File: config.mk
export PLATFORM = sky130hd
export DESIGN_NAME = uart_rx_deframer
export DESIGN_NICKNAME = d
export VERILOG_FILES = /design/src/rtl/uart_rx_deframer.sv
export SDC_FILE = /design/constraint.sdc
export NUM_CORES = 1
export LEC_CHECK = 0
export CORE_ASPECT_RATIO = 1.2
export CORE_UTILIZATION = 56
export CTS_CLUSTER_DIAMETER = 50
export DETAILED_ROUTE_END_ITERATION = 8
export PLACE_DENSITY = 0.78
export RECOVER_POWER = 50
export SYNTH_ARGS = -nofsm -noshare
export SYNTH_HDL_FRONTEND = slang
export SYNTH_SLANG_ARGS = --single-unit
File: constraint.sdc
create_clock -name clk -period 2.8 [get_ports clk]
set_clock_uncertainty 0.2 [all_clocks]
set_input_delay 0.56 -clock clk [delete_from_list [all_inputs] [get_ports clk]]
set_output_delay 0.56 -clock clk [all_outputs]
set_load 0.005 [all_outputs]
File: src/rtl/uart_rx_deframer.sv
// uart_rx_deframer: serial receive front end, 8N1 (8 data bits, LSB first,
// one stop bit, idle high). Produces RX_data with a one-cycle byte_done strobe.
// Bit timing comes from a clock-cycle counter sampling at mid-bit.
// Optional build macro UART_RX_PARITY_EN adds one even-parity bit before
// the stop bit and drives parity_err; otherwise parity_err is tied low.
module uart_rx_deframer #(
   parameter int unsigned CLKS_PER_BIT = 868
) (
   input  logic       clk,
   input  logic       rst,
   input  logic       rx,
   output logic [7:0] RX_data,
   output logic       byte_done,
   output logic       frame_err,
   output logic       parity_err,
   output logic       rx_busy
);

   localparam int unsigned HALF_BIT = (CLKS_PER_BIT - 1) / 2;
   localparam int unsigned CNT_W    = $clog2(CLKS_PER_BIT);
   localparam logic [CNT_W-1:0] CNT_HALF = CNT_W'(HALF_BIT);
   localparam logic [CNT_W-1:0] CNT_LAST = CNT_W'(CLKS_PER_BIT - 1);

   typedef enum logic [2:0] {
      IDLE,
      START,
      DATA,
`ifdef UART_RX_PARITY_EN
      PARITY,
`endif
      STOP,
      BREAK
   } state_t;

   state_t           state, state_n;
   logic             rx_q1, rx_s;
   logic [CNT_W-1:0] cnt, cnt_n;
   logic [2:0]       bit_idx, bit_idx_n;
   logic [7:0]       sh, sh_n;
   logic [7:0]       data_n;
   logic             done_n, ferr_n, busy_n;
`ifdef UART_RX_PARITY_EN
   logic             par, par_n;
   logic             perr_n;
`endif

   // Two-flop synchroniser; idle-high reset value avoids a false start edge.
   always_ff @(posedge clk or posedge rst) begin
      if (rst) begin
         rx_q1 <= 1'b1;
         rx_s  <= 1'b1;
      end else begin
         rx_q1 <= rx;
         rx_s  <= rx_q1;
      end
   end

   // Next-state, datapath and output decode.
   always_comb begin
      state_n   = state;
      cnt_n     = cnt + CNT_W'(1);
      bit_idx_n = bit_idx;
      sh_n      = sh;
      data_n    = RX_data;
      done_n    = 1'b0;
      ferr_n    = 1'b0;
`ifdef UART_RX_PARITY_EN
      par_n     = par;
      perr_n    = 1'b0;
`endif
      case (state)
         IDLE: begin
            cnt_n = '0;
            if (!rx_s) state_n = START;
         end
         START: begin
            if (cnt == CNT_HALF) begin
               cnt_n = '0;
               if (!rx_s) begin
                  state_n   = DATA;
                  bit_idx_n = 3'd0;
               end else begin
                  state_n = IDLE;
               end
            end
         end
         DATA: begin
            if (cnt == CNT_LAST) begin
               cnt_n     = '0;
               sh_n      = {rx_s, sh[7:1]};
               bit_idx_n = bit_idx + 3'd1;
               if (bit_idx == 3'd7) begin
`ifdef UART_RX_PARITY_EN
                  state_n = PARITY;
`else
                  state_n = STOP;
`endif
               end
            end
         end
`ifdef UART_RX_PARITY_EN
         PARITY: begin
            if (cnt == CNT_LAST) begin
               cnt_n   = '0;
               par_n   = rx_s;
               state_n = STOP;
            end
         end
`endif
         STOP: begin
            if (cnt == CNT_LAST) begin
               cnt_n = '0;
               if (!rx_s) begin
                  // Framing error wins over any parity result.
                  ferr_n  = 1'b1;
                  state_n = BREAK;
               end else begin
                  state_n = IDLE;
`ifdef UART_RX_PARITY_EN
                  if ((^sh) ^ par) begin
                     perr_n = 1'b1;
                  end else begin
                     data_n = sh;
                     done_n = 1'b1;
                  end
`else
                  data_n = sh;
                  done_n = 1'b1;
`endif
               end
            end
         end
         BREAK: begin
            cnt_n = '0;
            if (rx_s) state_n = IDLE;
         end
         default: begin
            cnt_n   = '0;
            state_n = IDLE;
         end
      endcase
      busy_n = (state_n != IDLE);
   end

   // State, datapath and registered outputs; reset aborts any frame in flight.
   always_ff @(posedge clk or posedge rst) begin
      if (rst) begin
         state     <= IDLE;
         cnt       <= '0;
         bit_idx   <= 3'd0;
         sh        <= 8'h00;
         RX_data   <= 8'h00;
         byte_done <= 1'b0;
         frame_err <= 1'b0;
         rx_busy   <= 1'b0;
      end else begin
         state     <= state_n;
         cnt       <= cnt_n;
         bit_idx   <= bit_idx_n;
         sh        <= sh_n;
         RX_data   <= data_n;
         byte_done <= done_n;
         frame_err <= ferr_n;
         rx_busy   <= busy_n;
      end
   end

`ifdef UART_RX_PARITY_EN
   // Captured parity bit and its error strobe.
   always_ff @(posedge clk or posedge rst) begin
      if (rst) begin
         par        <= 1'b0;
         parity_err <= 1'b0;
      end else begin
         par        <= par_n;
         parity_err <= perr_n;
      end
   end
`else
   assign parity_err = 1'b0;
`endif

endmodule
* Word level (Yosys, flattened, before mapping)
Index checks and enable logic that the tools add are counted.
** Word-level totals
- Register bits :: 37
- Bits in latches :: 0
- RAM bits :: 0
- ROM bits :: 0
- Input port bits :: 3
- Output and inout bits :: 12
- Word-level logic and storage cells :: 51
- Memories kept :: 0
** Operators by class
- Add/sub/neg operators :: 2
- Multiply operators :: 0
- Div/mod/pow operators :: 0
- $lt $le $gt $ge :: 0
- Equal/unequal tests :: 10
- Shift-type cells :: 0
- Mux-type cells :: 22
- Bitwise operators :: 0
- Reductions and logical operators :: 7
** Operator list (count)
- $mux 3 :: 10
- $mux 10 :: 2
- $pmux 10 s2 :: 1
- $pmux 3 s5 :: 1
- $add 10x1->10 const B :: 1
- $eq 10x10->1 const B :: 1
- $eq 10x9->1 const B :: 1
- $eq 3x2->1 const B :: 2
- $eq 3x3->1 const B :: 2
- $mux 1 :: 6
- $ne 2x2->1 const B :: 3
- $pmux 3 s2 :: 1
- $reduce_and 4->1 :: 1
- $add 3x1->3 const B :: 1
- $eq 3x1->1 const B :: 1
- $logic_not 3->1 :: 1
- $reduce_and 3->1 :: 1
- $reduce_bool 3->1 :: 1
- $mux 2 :: 1
- $reduce_and 2->1 :: 1
- $reduce_bool 2->1 :: 1
- $reduce_or 2->1 :: 1

* Logic depth before layout (Yosys ltp)
- Word-level depth :: 5
- Mapped depth :: 6
- Depth with buffers taken out :: 6

* Least setup slack after synthesis
Ideal clock, no wire load.
- Path type :: flip-flop to flip-flop
- Start :: register cnt[0]
- End :: register sh[0]
- Setup time :: 0.125 ns
- Data arrival time :: 1.915 ns
- Setup slack :: 0.560 ns
- Cell stages (with the launch flop) :: 7
- Path buffers :: 1
- Cell sequence :: dfrtp_1 ha_1 nand4_1 or3_4 nor3_1 buf_4 mux2_2
** On the way
- Longest elaborated chain between the ends :: 2
** RTL lines
- start, declared :: RTL line 37 : logic [CNT_W-1:0] cnt, cnt_n;
- start signal, assigned :: RTL line 158 : cnt <= cnt_n;
- $eq 10x10->1 :: RTL line 88 : if (cnt == CNT_LAST) begin
- $reduce_and 2->1 (no source line)
- end signal, assigned :: RTL line 160 : sh <= sh_n;
- end, declared :: RTL line 39 : logic [7:0] sh, sh_n;
No other way between the ends.
A chain may end at the register's enable or synchronous reset.

* Worst setup path after layout
- Start :: register cnt[0]
- End :: register RX_data[6]
** On the way
- Longest elaborated chain between the ends :: 2
** RTL lines
- $eq 10x10->1 :: RTL line 111 : if (cnt == CNT_LAST) begin
- $reduce_and 3->1 (no source line)
- end signal, assigned :: RTL line 161 : RX_data <= data_n;
- end, declared :: RTL line 12 : output logic [7:0] RX_data,
No other way between the ends.

==> results <==
[sequential cells by signal, indices dropped and copies added (netlist names)]
register   flops
bit_idx        3
rx_q1          1
RX_data        8
rx_busy        1
rx_s           1
byte_done      1
state          3
cnt           10
sh             8
frame_err      1
[power by group through the flow]
| stage | registers, uW | logic [uW] | clock network, uW |
|---|---|---|---|
| floorplan | 548 | 11.1 | 0 |
| global placement | 548 | 16.5 | 0 |
| detailed placement | 549 | 16.7 | 0 |
| CTS | 538 | 16.8 | 328 |
| global route | 539 | 17.8 | 349 |
| finish | 538 | 14.8 | 314 |
[through the flow]
| step | cell area (um2) | worst slack (ps) | power [uW] | hold slack, ps | cells |
|---|---|---|---|---|---|
| CTS | 1904 | 357.8 | 883.6 | 163.9 | 189 |
| detailed placement | 1834 | 367.0 | 565.4 | 148.7 | 181 |
| global route | 1897 | 154.0 | 905.8 | 170.4 | 189 |
| global placement | 1834 | 432.1 | 564.9 | 147.9 | 181 |
| floorplan | 1674 | 560.3 | 559.0 | 145.2 | 137 |
| finish | 1897 | 328.1 | 867.5 | 163.7 | 189 |
[cells in the mapped netlist (all sizes together) (3+ instances only)]
cell type / count
nand2: 4
ha: 4
buf: 3
xnor2: 4
inv: 3
nand2b: 4
dfrtp: 35
mux2: 17
nand4: 7
nor3: 5
nand3: 6
xor2: 4
nor2: 14
[cells by family (layout without fill, tap and decap cells)]
| kind of cell | Yosys count | after routing | share of synthesized area |
|---|---|---|---|
| other cells | 1 | 1 | 0.002240 |
| mux | 17 | 17 | 0.1143 |
| simple gates | 54 | 54 | 0.1898 |
| compound gates | 8 | 8 | 0.04410 |
| flops | 37 | 37 | 0.5546 |
| xor+xnor | 8 | 8 | 0.04185 |
| buf+inv | 8 | 26 | 0.02316 |
| fa+ha+maj | 4 | 4 | 0.02990 |
[layer usage]
layer  up-vias  wire, um
met1       526      1410
met5         -         0
met2        16      1312
met4         0        29
met3         2        78
li1        522         -
[final cells by class]
| class | instances | share of cell area |
|---|---|---|
| clock inverters | 1 | 0.002639 |
| repair buffers | 15 | 0.07520 |
| flip-flops and latches | 37 | 0.4894 |
| inverters | 3 | 0.005937 |
| multi-input cells | 92 | 0.3701 |
| well taps | 34 | 0.02243 |
| clock buffers | 7 | 0.03430 |
[cells in the final DEF, fill, tap and decap left out, types with 2 or more instances in the layout]
master,count
dfrtp_1,35
mux2_2,17
nor2_1,14
clkdlybuf4s50_1,10
nand4_1,7
nand3_1,6
clkbuf_4,5
nand2b_1,4
nor3_1,4
nand2_1,4
xor2_1,4
xnor2_1,4
ha_1,4
inv_1,3
dlygate4sd3_1,3
and2_1,2
nor4b_1,2
o31a_1,2
a22o_1,2
clkbuf_8,2
dfstp_2,2
[path summary, 6_finish.rpt]
path	to	slack, ps	startpoint
max	RX_data[6]$_DFFE_PP0P_	330	cnt[0]$_DFF_PP0_
min	rx_s$_DFF_PP1_	160	rx_q1$_DFF_PP1_
max reg2reg	RX_data[6]$_DFFE_PP0P_	330	cnt[0]$_DFF_PP0_
min reg2reg	rx_s$_DFF_PP1_	160	rx_q1$_DFF_PP1_
max in group asynchronous	cnt[8]$_DFF_PP0_	1130	rst
min in group asynchronous	RX_data[6]$_DFFE_PP0P_	720	rst
==> qor.yml <==
cp.arrival_ps: 2500
grt_pass1_vias: 1007
yosysTopAreaCell: "dfrtp_1"
crit_family: "simple AND/OR/NAND/NOR gates"
n_fill_cell: 216
grt_pass1_wl_um: 4836
cts_root_buf: "clkbuf_4"
pwr-share-clk: 0.362
path_buf_inv: 0
yosysWarnings: 0
drtAntennaViolNets: 0
clock.fmax_mhz: 404.5
drt_iter0_markers: 18
cts_resized: 0
h-tree-depth: 2
endpoint_kind: "register"
post_drt_wl_per_cell_um: 14.98
use_met2: 0.3059
synth.avg_cell_area_um2: 12.22
power.internal_uw: 685.7
hold_buffers: 0
cts_buffers: 5
ys_top_cells_by_area: "dfrtp_1 52%, mux2_2 11%, dfstp_2 3.1%"
drv_slew: 0
worst_pin_slew_ps: 882.9
required_ps: 2830
chipWidth_um: 51.91
vias: 1066
whs_path_depth: 0
grt_util_all_layers: 0.2160
first_pass_iters: 4
reg2reg_depth: 5
finalHoldViolCount: 0
setup.worst_path.start_class: "register"
synthFlopType: "dfrtp_1"
io_buffers: 13
crit_path_max_incr_delay_ps: 450
layout-drive-gt1-share: 0.2000
ys_seq_elements: 37
grt_max_degree: 38
use_met3: 0.05109
run_status: "finished, final reports clean"
dp_hpwl_um: 1951
place.gp.congestion: 0.8283
drc_errors: 0
synthArstFlopShare: 1.000
final.setup.tns_ps: 0
cts.clk_slew.worst_paths_ps: 110
yosysUniqueCellTypes: 36
switching_power_uw: 181.9
multi_input_comb_area_um2: 701.9
maxCapViolCount: 0
synth_top_area_share: 0.5232
max_slew_margin: 0.4114
met1_usage: 0.2990
io_pins: 15
vias_per_cell: 5.640
powerDensity_nw_per_um2: 457.4
seq_area_frac_synth: 0.5546
rows: 21
comb_power_share: 0.017
cts_setup_buffers: 0
swShare: 0.2097
fin_crit_sh: 0.8828
dieArea_um2: 3213
cts_tree: "done"
path_depth: 5
hold_class: "reg -> reg"
cp_slowest_cell: "or3_1"
die_h_um: 61.90
core_um2: 2811
ir_worst_vdd_mv: 0.3571
crit_type: "reg -> reg"
nets: 161
clockBufferDepth: 2
worstSkewPairLatency_ps: 330
syn_nets: 144
p_leak_uw: 0.0008614
top_usage_layer: "met2"
finalCriticalPeriod_ps: 2472
p_seq_frac: 0.621
regArea_um2: 928.4
setup-violations-final: 0
start_util: 0.5955
worst-path-max-fanout: 9
netlist_instances: 137
rsz0062_at_grt: "false"
clkSinkCount: 37
synth_edf_count: 0
wl_um: 2831
syn_area_um2: 1674
cp_cell_sequence: "ha_1 > nand4_1 > or3_1 > nor3_4 > mux2_2"
grt_overflow_total: 0
antenna_found_initial: 0
antenna_cells: 0
final_core_util: 0.6747
syn_to_final_growth_pct: 13.30
Note: power is estimated with default switching activity, not from simulation.
